## config.mk

```make
export PLATFORM = sky130hd
export DESIGN_NAME = piso_serializer
export DESIGN_NICKNAME = d
export VERILOG_FILES = /design/src/rtl/piso_serializer.sv
export SDC_FILE = /design/constraint.sdc
export NUM_CORES = 1
export LEC_CHECK = 0
export ABC_AREA = 1
export ABC_CLOCK_PERIOD_IN_PS = 1000
export CORE_AREA = 2 2 39 41
export CTS_BUF_LIST = sky130_fd_sc_hd__clkbuf_16
export CTS_CLUSTER_SIZE = 10
export DETAILED_ROUTE_END_ITERATION = 7
export DIE_AREA = 0 0 41 43
export PLACE_DENSITY_LB_ADDON = 0.05
export SKIP_CTS_REPAIR_TIMING = 1
export SYNTH_ARGS = -nofsm -noshare
export SYNTH_HDL_FRONTEND = slang
export SYNTH_SLANG_ARGS = --single-unit
export TNS_END_PERCENT = 50
```

## constraint.sdc

```tcl
create_clock -name clk -period 1 [get_ports clk]
set_input_delay 0.2 -clock clk [delete_from_list [all_inputs] [get_ports clk]]
set_output_delay 0.2 -clock clk [all_outputs]
set_load 0.03 [all_outputs]
```

## src/rtl/piso_serializer.sv

```systemverilog
`default_nettype none
// ============================================================================
//  Module   : piso_serializer
//  Purpose  : Parallel-in, serial-out transmitter. Accepts a WIDTH-bit word
//             over a valid/ready handshake and shifts it out one bit per
//             enabled clock. A framing strobe marks the final bit of each word.
//             Back-to-back words are sent with no idle bit between them.
//  Ports    : clk        - system clock, rising edge
//             clr        - asynchronous active-high reset
//             din        - parallel word to transmit
//             din_valid  - din holds a word to send
//             din_ready  - word can be accepted this cycle (combinational)
//             en         - shift enable; 0 freezes an in-progress word
//             sout       - serial data bit (registered)
//             sout_valid - sout carries a valid bit (registered)
//             sout_last  - sout is the final bit of the word (registered)
//             busy       - a word is in progress
//  Revision : 1.0 - initial release
// ============================================================================
module piso_serializer #(
  parameter int WIDTH     = 4,
  parameter bit MSB_FIRST = 1'b1
) (
  input  logic             clk,
  input  logic             clr,
  input  logic [WIDTH-1:0] din,
  input  logic             din_valid,
  output logic             din_ready,
  input  logic             en,
  output logic             sout,
  output logic             sout_valid,
  output logic             sout_last,
  output logic             busy
);

  localparam int CW = $clog2(WIDTH);

  localparam logic [0:0]    c_st_idle  = 1'b0;
  localparam logic [0:0]    c_st_shift = 1'b1;
  localparam logic [CW-1:0] c_cnt_max  = CW'(WIDTH - 1);
  localparam logic [CW-1:0] c_cnt_one  = CW'(1);

  logic [0:0]       state_q, state_d;
  logic [CW-1:0]    cnt_q, cnt_d;
  logic [WIDTH-1:0] sreg_q, sreg_d;
  logic             valid_q, valid_d;
  logic             last_q, last_d;

  logic             w_accept;
  logic             w_sout;
  logic [WIDTH-1:0] w_shifted;

  // The bit on sout is always the leading end of the shift register, so the
  // register itself is the output flop; clearing it parks sout at 0 when idle.
  if (MSB_FIRST) begin : g_msb_first
    assign w_sout    = sreg_q[WIDTH-1];
    assign w_shifted = {sreg_q[WIDTH-2:0], 1'b0};
  end else begin : g_lsb_first
    assign w_sout    = sreg_q[0];
    assign w_shifted = {1'b0, sreg_q[WIDTH-1:1]};
  end

  // Ready in IDLE, or on the last bit of a word when that bit is about to
  // retire; the latter gives the zero-gap back-to-back handoff.
  assign din_ready = (state_q == c_st_idle) ||
                     ((state_q == c_st_shift) && (cnt_q == '0) && en);
  assign w_accept  = din_valid && din_ready;

  always_comb begin
    state_d = state_q;
    cnt_d   = cnt_q;
    sreg_d  = sreg_q;
    valid_d = valid_q;
    last_d  = last_q;

    case (state_q)
      c_st_idle: begin
        if (w_accept) begin
          state_d = c_st_shift;
          cnt_d   = c_cnt_max;
          sreg_d  = din;
          valid_d = 1'b1;
          last_d  = 1'b0;
        end else begin
          sreg_d  = '0;
          valid_d = 1'b0;
          last_d  = 1'b0;
        end
      end

      c_st_shift: begin
        // en=0 falls through with every register holding its value.
        if (en) begin
          if (cnt_q != '0) begin
            sreg_d = w_shifted;
            cnt_d  = cnt_q - c_cnt_one;
            last_d = (cnt_q == c_cnt_one);
          end else if (w_accept) begin
            cnt_d   = c_cnt_max;
            sreg_d  = din;
            valid_d = 1'b1;
            last_d  = 1'b0;
          end else begin
            state_d = c_st_idle;
            sreg_d  = '0;
            valid_d = 1'b0;
            last_d  = 1'b0;
          end
        end
      end

      default: begin
        state_d = c_st_idle;
        cnt_d   = '0;
        sreg_d  = '0;
        valid_d = 1'b0;
        last_d  = 1'b0;
      end
    endcase
  end

  always_ff @(posedge clk or posedge clr) begin
    if (clr) begin
      state_q <= c_st_idle;
      cnt_q   <= '0;
      sreg_q  <= '0;
      valid_q <= 1'b0;
      last_q  <= 1'b0;
    end else begin
      state_q <= state_d;
      cnt_q   <= cnt_d;
      sreg_q  <= sreg_d;
      valid_q <= valid_d;
      last_q  <= last_d;
    end
  end

  assign sout       = w_sout;
  assign sout_valid = valid_q;
  assign sout_last  = last_q;
  assign busy       = (state_q == c_st_shift);

endmodule
`default_nettype wire
```

Yosys cells after proc, flatten, opt, wreduce, memory -nomap -nowiden. Index checks and enable logic that the tools add are counted.

Muxes and demuxes: 18. Reduce and logical (&&, ||, !) cells: 7. Eq/ne operators: 3. Bitwise logic cells: 1. Add/sub/neg operators: 1.

Operators with widths (count): $mux 4 (3); $pmux 4 s2 (1); $mux 1 (7); $mux 2 (3); $pmux 1 s2 (3); $ne 2x2->1 const B (2); $pmux 2 s2 (1); $logic_and 1x1->1 (3); $eq 2x1->1 const B (1); $logic_not 2->1 (1); $reduce_and 2->1 (1); $reduce_bool 2->1 (1); $sub 2x1->2 const B (1); $logic_or 1x1->1 (1); $not 1->1 (1).

Bits of input ports: 8. Flip-flop bits (word level): 9. Output and inout bits: 5. Logic and storage cells: 35.

Longest topological paths before layout.
Depth in word-level cells: 9. Mapped depth: 5. Depth with buffers taken out: 5.

Worst setup path after synthesis. No wires, ideal clock.

Path type: reg-to-reg. Start point: register state_q, in the netlist busy. End point: register sreg_q[1]. Data required time: 0.923 ns. Clock period less this slack: 1.331 ns. Path buffers: 0. Slack: -0.331 ns. Cell stages (with the launch flop): 6. Data arrival time: 1.253 ns. Setup time: 0.077 ns. Cell sequence: dfrtp_1 > nand2_1 > nand2_4 > nor2_4 > nand3_1 > a21oi_1.

Word-level cells in the longest chain between the ends: 8. Elaborated cells between the ends (all ways): 10. Those cells by class: eq/ne: 1; mux: 4; bitwise: 1; reduce/logical: 4.

RTL lines: start: declaration (RTL line 43) `logic [0:0] state_q, state_d;`; start signal: assignment (RTL line 124) `state_q <= c_st_idle;`; start signal: assignment (RTL line 130) `state_q <= state_d;`; $logic_and 1x1->1 (2 in series) (RTL line 66) `((state_q == c_st_shift) && (cnt_q == '0) && en);`; $logic_or 1x1->1 (*) (RTL line 65) `assign din_ready = (state_q == c_st_idle) ||`; net din_ready (RTL line 28) `output logic din_ready,`; $logic_and 1x1->1 (*) (RTL line 67) `assign w_accept = din_valid && din_ready;`; $mux 4 (*) (RTL line 78, 98); $mux 4 (RTL line 94) `if (cnt_q != '0) begin`; $mux 4 (RTL line 93) `if (en) begin`; $pmux 4 s2 (*) (RTL line 76) `case (state_q)`; end signal: assignment (RTL line 132) `sreg_q <= sreg_d;`; end: declaration (RTL line 45) `logic [WIDTH-1:0] sreg_q, sreg_d;`.

Mark *: on every way through the listed nets, which the timed path passes. The rest lies on a longest branch. The select of a mux whose other input is x is not followed. A chain may end at the register's enable or synchronous reset.

Worst setup path after layout.
Start point: register state_q, in the netlist busy. End point: output port din_ready.

Word-level cells in the longest chain between the ends: 3. Elaborated cells between the ends (all ways): 4. Those cells by class: bitwise: 1; reduce/logical: 3.

RTL lines (RTL line): $logic_and 1x1->1 (2 in series) (66); $logic_or 1x1->1 (*) (65); end: declaration (28).

Every way passes the cells marked *; elsewhere a longest branch is shown, timed or not.

==> results <==
[synthesized netlist by cell type (all sizes together)]
cell / count / area (µm²)
dfrtp: 9 / 225
nand2: 8 / 45.0
a21oi: 7 / 35.0
inv: 5 / 18.8
nand3: 5 / 25.0
nor2: 5 / 33.8
a21boi: 1 / 7.51
a31oi: 1 / 6.26
nor3b: 1 / 7.51
o21a: 1 / 7.51
o21ai: 1 / 5.00
[kinds of logic (layout without fill, tap and decap cells)]
kind of cell,Yosys count,count (layout),synth area share
flops,9,9,0.541
simple gates,19,19,0.267
buf+inv,5,29,0.0450
compound gates,11,11,0.147
[layout make-up]
cell class / count / area (µm²) / area share
Tap cell: 16 / 20.0 / 0.0275
Multi-Input combinational cell: 30 / 199 / 0.273
Inverter: 5 / 18.8 / 0.0258
Clock buffer: 3 / 75.1 / 0.103
Timing Repair Buffer: 20 / 185 / 0.254
Sequential cell: 9 / 226 / 0.311
Clock inverter: 1 / 3.75 / 0.00515
[sequential cells by signal, summed over array words and instances, names as in the netlist]
name        count
sreg_q          4
busy            1
sout_last       1
cnt_q           2
sout_valid      1
[where the power goes]
group          internal [W]  switching (W)  total (W)
combinational      0.000547       0.000578    0.00113
sequential         0.000520       0.000120   0.000640
clock              0.000522       0.000173   0.000695
[worst reg2reg max path, stage by stage (launching register included)]
cell     delay, ns
dfrtp_2       0.45
nand2_4       0.09
nand2_4       0.06
buf_4         0.13
buf_4         0.13
a21oi_1       0.16
a21oi_2       0.08
[how the worst max path moves through the flow]
stage          from         to  slack, ns
4_1_cts        busy  din_ready      -0.47
3_5_place_dp     en  din_ready      -0.43
2_1_floorplan  busy  sreg_q[1]      -0.27
5_1_grt        busy  din_ready      -0.37
6_report       busy  din_ready      -0.34
3_3_place_gp     en  din_ready      -0.41
[stage by stage]
stage	TNS (ns)	hold WS, ns
after global placement	-2.93	0.473
after global routing	-1.88	0.278
final	-1.40	0.234
after detailed placement	-3.21	0.475
after CTS	-1.43	0.246
after floorplan	-2.07	0.0279
[metal layers]
metal | GRT usage | share of wire | wire length, µm | vias up
met5 | 0 | 0 | 0 | -
met4 | 0.0800 | 0 | 0 | 0
met3 | 0.0628 | 0.043 | 43 | 0
met2 | 0.163 | 0.50 | 510 | 9
met1 | 0.173 | 0.45 | 456 | 197
li1 | - | - | - | 194
==> impl_metrics.ini <==
[detailed_routing]
firstDrtPassIters = 2
dr.first_iter.drc_count = 4
num_vias = 400
ant_nets = 0
drc = 0
wl_mm = 1.01
wire_per_inst_um = 12.0
via_per_inst = 4.76

[logic_synthesis]
synth_fp_nets = 52
synth_cells = 44
ys_ff_latch = 9
ys_types = 15
syn-cell-area_um2 = 417
synth_area_per_cell_um2 = 9.47
ys_warn_count = 0
yosysSeqAreaShare = 0.541

[power]
power.leakage_nw = 0.344
power.total_w = 0.00246
peakVddDrop_mv = 1.64
p_per_area_mw_per_mm2 = 3380

[setup_path]
r2r_setup_slack_ns = -0.21
crit_type = reg -> out
startpoint_type = flip-flop
reg2reg_depth = 6
cpPeakStageDelay_ns = 0.45
critPathMostFrequentCell = nor2_4
arrival_ns = 1.14
crit_cells = 4
crit_buf_inv = 2
r2r_end = sreg_q[1]
cpMaxStageDelayCell = dfrtp_2
cp_max_fo = 5
reg2reg_from = busy
cp_cell_sequence = inv_2 -> nor2_4 -> nor2_4 -> buf_6
endpoint_kind = output pin
cp_top_family = flip-flops
critPathRequiredTime_ns = 0.80

[timing]
relSlewSlack = 0.759
skew_ns = 0.00141
setup_slack_ns = -0.338
period_needed_ns = 1.34
hold_violations = 0
max_freq_ghz = 0.747
rsz0062_at_grt = true
worstMarginPinSlew_ns = 0.361
setup_viol = 10
finalCritPeriodShare = 1.34
slew_violations = 0

[final_layout]
drive_gt1_frac = 0.456
stdcell_area_um2 = 728
fillCellCount = 132
final_common_cell = buf_4
final_nets = 77
layout_common_cells = buf_4, dfrtp_1, clkdlybuf4s50_1, nand3_1
fin_cells = 84
diodes = 0
syn_to_final_growth_pct = 74.8
post-route-util = 0.526

[placement]
dp_slack_ns = -0.428
place_area_um2 = 586
dp_cells = 77
place.port_buffers = 12
gp_congestion = 0.710
dp_hpwl_um = 694

[clock_tree]
cts-buffers-inserted = 3
cts_tree = done
cts_root_buffer = clkbuf_16
clkLatencyLatePin_ns = 0.23
clockBufferDepth = 2
clkSinkCount = 9
clk_pin_slew_worst_paths_ns = 0.04
htree_num_levels = 1

[run_status]
violations = setup timing
run_status = finished, violations left

[floorplanning]
fp-row-count = 14
die_x_um = 41
start_util = 0.301
coreArea_mm2 = 0.00138
die-area_mm2 = 0.00176
die_y_um = 43
design.portCount = 13

[job]
cap_viol_max_count = 0

[global_route]
antenna_found_initial = 0
track_usage = 0.130
grt_max_degree = 10
grt_overflow = 0
grt_pass1_vias = 327
grt_pass1_wl_mm = 1.46

[hold_path]
hp-class = in -> async
(Power assumes the default switching activity.)
